===== src/rtl/dsss_despreader.sv =====
// DSSS despreader: majority-votes chip^pn over each 15-chip PN period to recover one data bit.
// Optional lock detector compiled in when LOCK_DET_EN is defined; otherwise lock is tied low.
module dsss_despreader #(
  parameter int SEQ_LEN     = 15,
  parameter int CNT_W       = 4,
`ifdef LOCK_DET_EN
  parameter int LOCK_MARGIN = 11,
  parameter int LOCK_BITS   = 4,
`endif
  parameter int ACC_W       = 4
) (
  input  logic             clk,
  input  logic             rst,
  input  logic             en,
  input  logic             chip_valid,
  input  logic             chip_in,
  input  logic             pn_in,
  input  logic             sync,
  output logic             data_out,
  output logic             data_valid,
  output logic [ACC_W-1:0] corr_out,
  output logic             sync_err,
  output logic             lock
);

  typedef enum logic {IDLE, ACCUM} state_t;

  localparam logic [CNT_W-1:0] LAST_IDX = CNT_W'(SEQ_LEN - 1);
  localparam logic [ACC_W-1:0] HALF     = ACC_W'(SEQ_LEN / 2);

  state_t           state_p0, state_nxt;
  logic [CNT_W-1:0] idx_p0, idx_nxt;
  logic [ACC_W-1:0] acc_p0, acc_nxt, acc_sum, corr_nxt;
  logic             agree, dout_nxt, vld_nxt, serr_nxt;

  // SEQ_LEN is odd, so a strict majority always exists.
  function automatic logic majority(input logic [ACC_W-1:0] ones);
    return ones > HALF;
  endfunction

  always_comb begin
    state_nxt = state_p0;
    idx_nxt   = idx_p0;
    acc_nxt   = acc_p0;
    dout_nxt  = data_out;
    corr_nxt  = corr_out;
    vld_nxt   = 1'b0;
    serr_nxt  = 1'b0;
    agree     = chip_in ^ pn_in;
    acc_sum   = acc_p0 + ACC_W'(agree);
    if (!en) begin
      state_nxt = IDLE;
      idx_nxt   = '0;
      acc_nxt   = '0;
    end else if (chip_valid) begin
      case (state_p0)
        IDLE: begin
          if (sync) begin
            state_nxt = ACCUM;
            idx_nxt   = CNT_W'(1);
            acc_nxt   = ACC_W'(agree);
          end
        end
        default: begin
          if (sync && idx_p0 != '0) begin
            // Realignment: drop the partial bit and treat this chip as chip 0.
            serr_nxt = 1'b1;
            idx_nxt  = CNT_W'(1);
            acc_nxt  = ACC_W'(agree);
          end else if (idx_p0 == LAST_IDX) begin
            vld_nxt  = 1'b1;
            dout_nxt = majority(acc_sum);
            corr_nxt = acc_sum;
            idx_nxt  = '0;
            acc_nxt  = '0;
          end else begin
            idx_nxt = idx_p0 + 1'b1;
            acc_nxt = acc_sum;
          end
        end
      endcase
    end
  end

  // Stage p0 -> output registers
  always_ff @(posedge clk) begin
    if (rst) begin
      state_p0   <= IDLE;
      idx_p0     <= '0;
      acc_p0     <= '0;
      data_out   <= 1'b0;
      corr_out   <= '0;
      data_valid <= 1'b0;
      sync_err   <= 1'b0;
    end else begin
      state_p0   <= state_nxt;
      idx_p0     <= idx_nxt;
      acc_p0     <= acc_nxt;
      data_out   <= dout_nxt;
      corr_out   <= corr_nxt;
      data_valid <= vld_nxt;
      sync_err   <= serr_nxt;
    end
  end

`ifdef LOCK_DET_EN
  localparam int LCNT_W = $clog2(LOCK_BITS + 1);

  logic [LCNT_W-1:0] strong_cnt;

  function automatic logic is_strong(input logic [ACC_W-1:0] ones);
    int signed dist;
    dist = 2 * int'(ones) - SEQ_LEN;
    if (dist < 0) dist = -dist;
    return dist >= LOCK_MARGIN;
  endfunction

  // Lock follows the registered bit report, so it lags data_valid by one cycle.
  always_ff @(posedge clk) begin
    if (rst || !en || sync_err) begin
      strong_cnt <= '0;
      lock       <= 1'b0;
    end else if (data_valid) begin
      if (is_strong(corr_out)) begin
        if (int'(strong_cnt) < LOCK_BITS) strong_cnt <= strong_cnt + 1'b1;
        lock <= (int'(strong_cnt) + 1 >= LOCK_BITS);
      end else begin
        strong_cnt <= '0;
        lock       <= 1'b0;
      end
    end
  end
`else
  assign lock = 1'b0;
`endif

endmodule

===== config.mk =====
export PLATFORM = sky130hd
export DESIGN_NAME = dsss_despreader
export DESIGN_NICKNAME = d
export VERILOG_FILES = /design/src/rtl/dsss_despreader.sv
export SDC_FILE = /design/constraint.sdc
export NUM_CORES = 1
export LEC_CHECK = 0
export ABC_CLOCK_PERIOD_IN_PS = 2800
export CAP_MARGIN = 10
export CORE_MARGIN = 2
export CORE_UTILIZATION = 45
export CTS_CLUSTER_SIZE = 30
export DETAILED_ROUTE_END_ITERATION = 7
export GPL_TIMING_DRIVEN = 0
export PLACE_DENSITY = 0.7
export SETUP_SLACK_MARGIN = 0.02
export SLEW_MARGIN = 0
export SYNTH_ARGS = -nofsm -noshare
export SYNTH_HDL_FRONTEND = slang
export SYNTH_SLANG_ARGS = --single-unit

===== constraint.sdc =====
create_clock -name clk -period 2.8 [get_ports clk]
set_clock_uncertainty 0.2 [all_clocks]
set_input_delay 0.56 -clock clk [delete_from_list [all_inputs] [get_ports clk]]
set_output_delay 0.56 -clock clk [all_outputs]
set_load 0.05 [all_outputs]

After elaboration in Yosys (flattened, before gate mapping) --
Cells that the tools add are included.
Cells by class: multipliers 0, reduce and logical (&&, ||, !) cells 8, div/mod/pow operators 0, equal/unequal tests 1, muxes and demuxes 12, $add $sub $neg 2, order comparisons 1, shifts and indexed selects 0, bitwise logic cells 5
Operator list (count):
- two-way mux 4 bit | 8
- AND reduction 5 bit | 1
- OR reduction 5 bit | 1
- adder 4 x 1 -> 4 bit | 1
- adder 4 x 1 -> 4 bit (second input constant) | 1
- equality test 4 bit (second input constant) | 1
- > comparator 4 x 3 -> 1 bit (second input constant) | 1
- two-way mux 1 bit | 4
- NOT 1 bit | 4
- nonzero test 4 bit | 1
- OR reduction 4 bit | 1
- AND reduction 2 bit | 1
- nonzero test 2 bit | 1
- OR reduction 2 bit | 1
- logical AND 1 bit | 1
- XOR 1 bit | 1
Word-level totals: ROM bits 0, bits of input ports 7, memories kept 0, bits in writable memories 0, logic and storage cells 36, bits in registers 16, output and inout bits 8, bits in latches 0

Longest topological paths before layout --
Gate-level depths: netlist of the first run.
depth in word-level cells 5, mapped depth 6, mapped depth without buffers 6

Worst setup path after synthesis of the first run --
OpenSTA, ideal clock, no wires.
path type input -> register, start input pn_in, end register corr_out[2], path slack 1.057 ns, stages 6, library setup time 0.086 ns, arrival 1.457 ns, required time 2.514 ns, buffers on the path 0, cells stage by stage xor2_1 > ha_1 > ha_1 > nor2b_1 > nor2_1 > a211oi_1
On the way: cells in the longest elaborated chain, start to end 2
RTL lines:
- start, declared | line 17 | input logic pn_in,
- XOR 1 bit | line 49 | agree = chip_in ^ pn_in;
- adder 4 x 1 -> 4 bit | line 50 | acc_sum = acc_p0 + ACC_W'(agree);
- end signal, assigned | line 100 | corr_out <= corr_nxt;
- end, declared | line 21 | output logic [ACC_W-1:0] corr_out,
No other way between the ends. A chain may end at the register's enable or synchronous reset.

Worst setup path in the final report of the first run --
start register corr_out[3], end output corr_out[3]
No word-level cell between the ends.

==> impl_metrics.yaml, run 1 <==
synthesis:
  ys_types: 34
  ys_warn_count: 0
  syn_area_sq_um: 855
  synth-seq-cells: 16
  synth_seq_area_share_pct: 37.5
  netlist_instances: 97
  syn_area_per_cell_sq_um: 8.81
  syn_nets: 109
sta:
  report.final.slew_viol_count: 0
  setup-tns-final_ns: 0
  finalCriticalPeriod_ns: 2.21
  rsz0062_at_grt: "false"
  finalSetupViolCount: 0
  fmax_mhz: 453
  slew_headroom_pct: 62.5
  worst_slew_pin_slew_ns: 0.559
  fin_hold_ws_ns: 0.280
  worst_slack_ns: 0.593
  finalCritPeriodShare_pct: 78.8
  final_hold_viol_count: 0
final_layout:
  nets: 126
  final_common_cell: "dfxtp_1"
  fin_cells: 138
  final_cell_mix: "dfxtp_1, a21oi_1, clkdlybuf4s50_1, nor2_1, nand2_1"
  fillers: 182
  drive_gt1_share_pct: 11.5
  antenna_cells: 0
  area_delta_synth_final_pct: 22.0
clocking:
  cts_tree: "yes"
  cts_resized: 0
  post_cts_buffers: 0
  worstSkewPairLatency_ns: 0.30
  cts_max_level: 1
  clk_path_buf_depth: 2
  clkTransAtPathRegs_ns: 0.10
  clkSinkCount: 16
  cts_buffers: 3
  cts.root.buffer_cell: "clkbuf_4"
  ctsHoldBuffers: 0
routing:
  wire_per_inst_um: 11.8
  viasPerCell: 5.26
  drt_pass1_iterations: 4
  drt_wl_total_um: 1620
  final_antenna_net_count: 0
  drc: 0
  drt_iter0_drc: 17
  num_vias: 726
worst_hold_path:
  holdCritStartpoint: "acc_p0[1]"
  hold_depth: 2
  min_path_type: "reg2reg"
grt:
  antenna_found_initial: 0
  grt_usage_pct: 16.7
  grt_pass1_wl_um: 2640
  overflow: 0
  grt_pass1_vias: 630
  grt_max_degree: 11
worst_setup_path:
  crit_start: "corr_out[3]"
  critical_path_buf_inv_count: 1
  crit_slowest_cell: "clkdlybuf4s50_1"
  path_class: "reg2out"
  cp-end-kind: "output pin"
  required_ns: 2.04
  timing.rr.start: "idx_p0[0]"
  max_stage_delay_ns: 0.81
  start_kind: "register"
  worstPathArrival_ns: 1.45
  crit_path_cell_trace: "clkdlybuf4s50_1"
  cp.depth: 1
  cp_max_fo: 2
  crit_family: "buffers and inverters"
  r2r_cells: 6
placed_design:
  place_ws_ns: 0.427
  dp.cells: 134
  gp_congestion: 0.839
  dpl.hpwl_um: 1230
  port_buffers: 12
floorplanning:
  start_util_pct: 48.4
  dieArea_sq_um: 2260
  die_height_um: 47.6
  die_w_um: 47.6
  num_io_pins: 15
  core_sq_um: 1760
  fp-row-count: 15
power:
  p_per_area_nw_per_um2: 415
  ir_drop_uv: 297
  fin_total_pwr_mw: 0.433
  power.leakage_nw: 0.406
flow_run:
  maxCapViolations: 0
run_status:
  status: "completed"
## metrics by stage
step	area (sq um)	utilization, %
final	1040	59.1
after global routing	1040	59.1
after floorplan	855	-
after global placement	1010	57.0
after CTS	1040	59.1
after detailed placement	1010	57.0
## kinds of logic after synthesis
kind of cell | count (synthesis) | share of synthesized area [%]
other | 1 | 0.439
muxes | 3 | 3.51
adders and majority gates | 5 | 7.32
buffers and inverters | 11 | 7.17
DFF | 16 | 37.5
AOI/OAI and AO/OA | 30 | 21.2
and+or+nand+nor | 28 | 19.8
xor gates and xnor gates | 3 | 3.08
## final timing paths
| check | to | slack [ns] |
|---|---|---|
| hold reg to reg | acc_p0[1] | 0.28 |
| hold / removal | acc_p0[1] | 0.28 |
| setup reg to reg | corr_out[0] | 0.87 |
| setup / recovery | corr_out[3] | 0.59 |
## metal layers
| layer | GRT usage [%] | vias to the layer above | part of all wire, % | wire, um |
|---|---|---|---|---|
| met5 | 0 | - | 0 | 0 |
| met4 | 9.73 | 0 | 2.2 | 36 |
| met3 | 3.40 | 5 | 3.8 | 62 |
| met2 | 24.6 | 17 | 44 | 720 |
| met1 | 22.7 | 334 | 49 | 803 |
| li1 | - | 370 | - | - |
## synthesized netlist by cell type (all sizes together)
cell type | number | area share (%)
a211oi | 3 | 2.6
a21o | 1 | 0.88
a21oi | 12 | 7.0
a31oi | 2 | 1.5
buf | 5 | 4.5
clkbuf | 1 | 0.44
conb | 1 | 0.44
dfxtp | 16 | 37
ha | 5 | 7.3
inv | 5 | 2.2
mux2i | 3 | 3.5
nand2 | 7 | 3.4
nand2b | 2 | 2.3
nand3 | 3 | 2.3
nor2 | 8 | 3.5
nor2b | 4 | 2.9
nor3b | 2 | 1.8
nor4 | 1 | 0.73
nor4b | 1 | 2.8
o2111ai | 1 | 1.0
o211ai | 1 | 0.88
o21a | 2 | 1.8
o21ai | 5 | 2.9
o21bai | 1 | 0.88
o22ai | 1 | 0.73
o31a | 1 | 1.0
xnor2 | 1 | 1.0
xor2 | 2 | 2.1
## power breakdown
part           internal, mW  leakage (nW)  switching [mW]
Clock                0.0793        0.0210          0.0808
Combinational        0.0181         0.256          0.0246
Sequential            0.229         0.129         0.00101
## final cells by class
class | count | area, sq um | share of cell area (%)
Sequential cell | 16 | 320 | 30.7
Timing Repair Buffer | 12 | 120 | 11.5
Multi-Input combinational cell | 70 | 473 | 45.4
Tap cell | 25 | 31.3 | 3.00
Inverter | 5 | 18.8 | 1.80
Buffer | 6 | 42.5 | 4.08
Clock buffer | 4 | 36.3 | 3.48
## state kept, by name (all words and copies together) (netlist names)
name	flops
acc_p0	4
corr_out	4
data_out	1
data_valid	1
idx_p0	4
state_p0	1
sync_err	1
Power figures use the tool's default switching activity.
==> inputs of run 2 (changes only) <==
--- a/config.mk
+++ b/config.mk
@@ -5,7 +5,7 @@
 export SDC_FILE = /design/constraint.sdc
 export NUM_CORES = 1
 export LEC_CHECK = 0
-export ABC_CLOCK_PERIOD_IN_PS = 2800
+export ABC_CLOCK_PERIOD_IN_PS = 2200
 export CAP_MARGIN = 10
 export CORE_MARGIN = 2
 export CORE_UTILIZATION = 45
==> constraint.sdc (replaced) <==
create_clock -name clk -period 2.2 [get_ports clk]
set_clock_uncertainty 0.2 [all_clocks]
set_input_delay 0.44 -clock clk [delete_from_list [all_inputs] [get_ports clk]]
set_output_delay 0.44 -clock clk [all_outputs]
set_load 0.05 [all_outputs]
==> results of run 2 <==
The final DEF is identical to that of run 1. Status: completed.
Main changes from that run: setup slack after placement 0.427 ns -> -0.0531 ns; setup slack after layout 0.593 ns -> 0.113 ns; hold slack 0.280 ns -> 0.248 ns; register-to-register setup slack 0.87 ns -> 0.27 ns; end point of the worst hold path acc_p0[1] -> sync_err; total power 0.433 mW -> 0.551 mW; worst IR drop on VDD 297 uV -> 378 uV
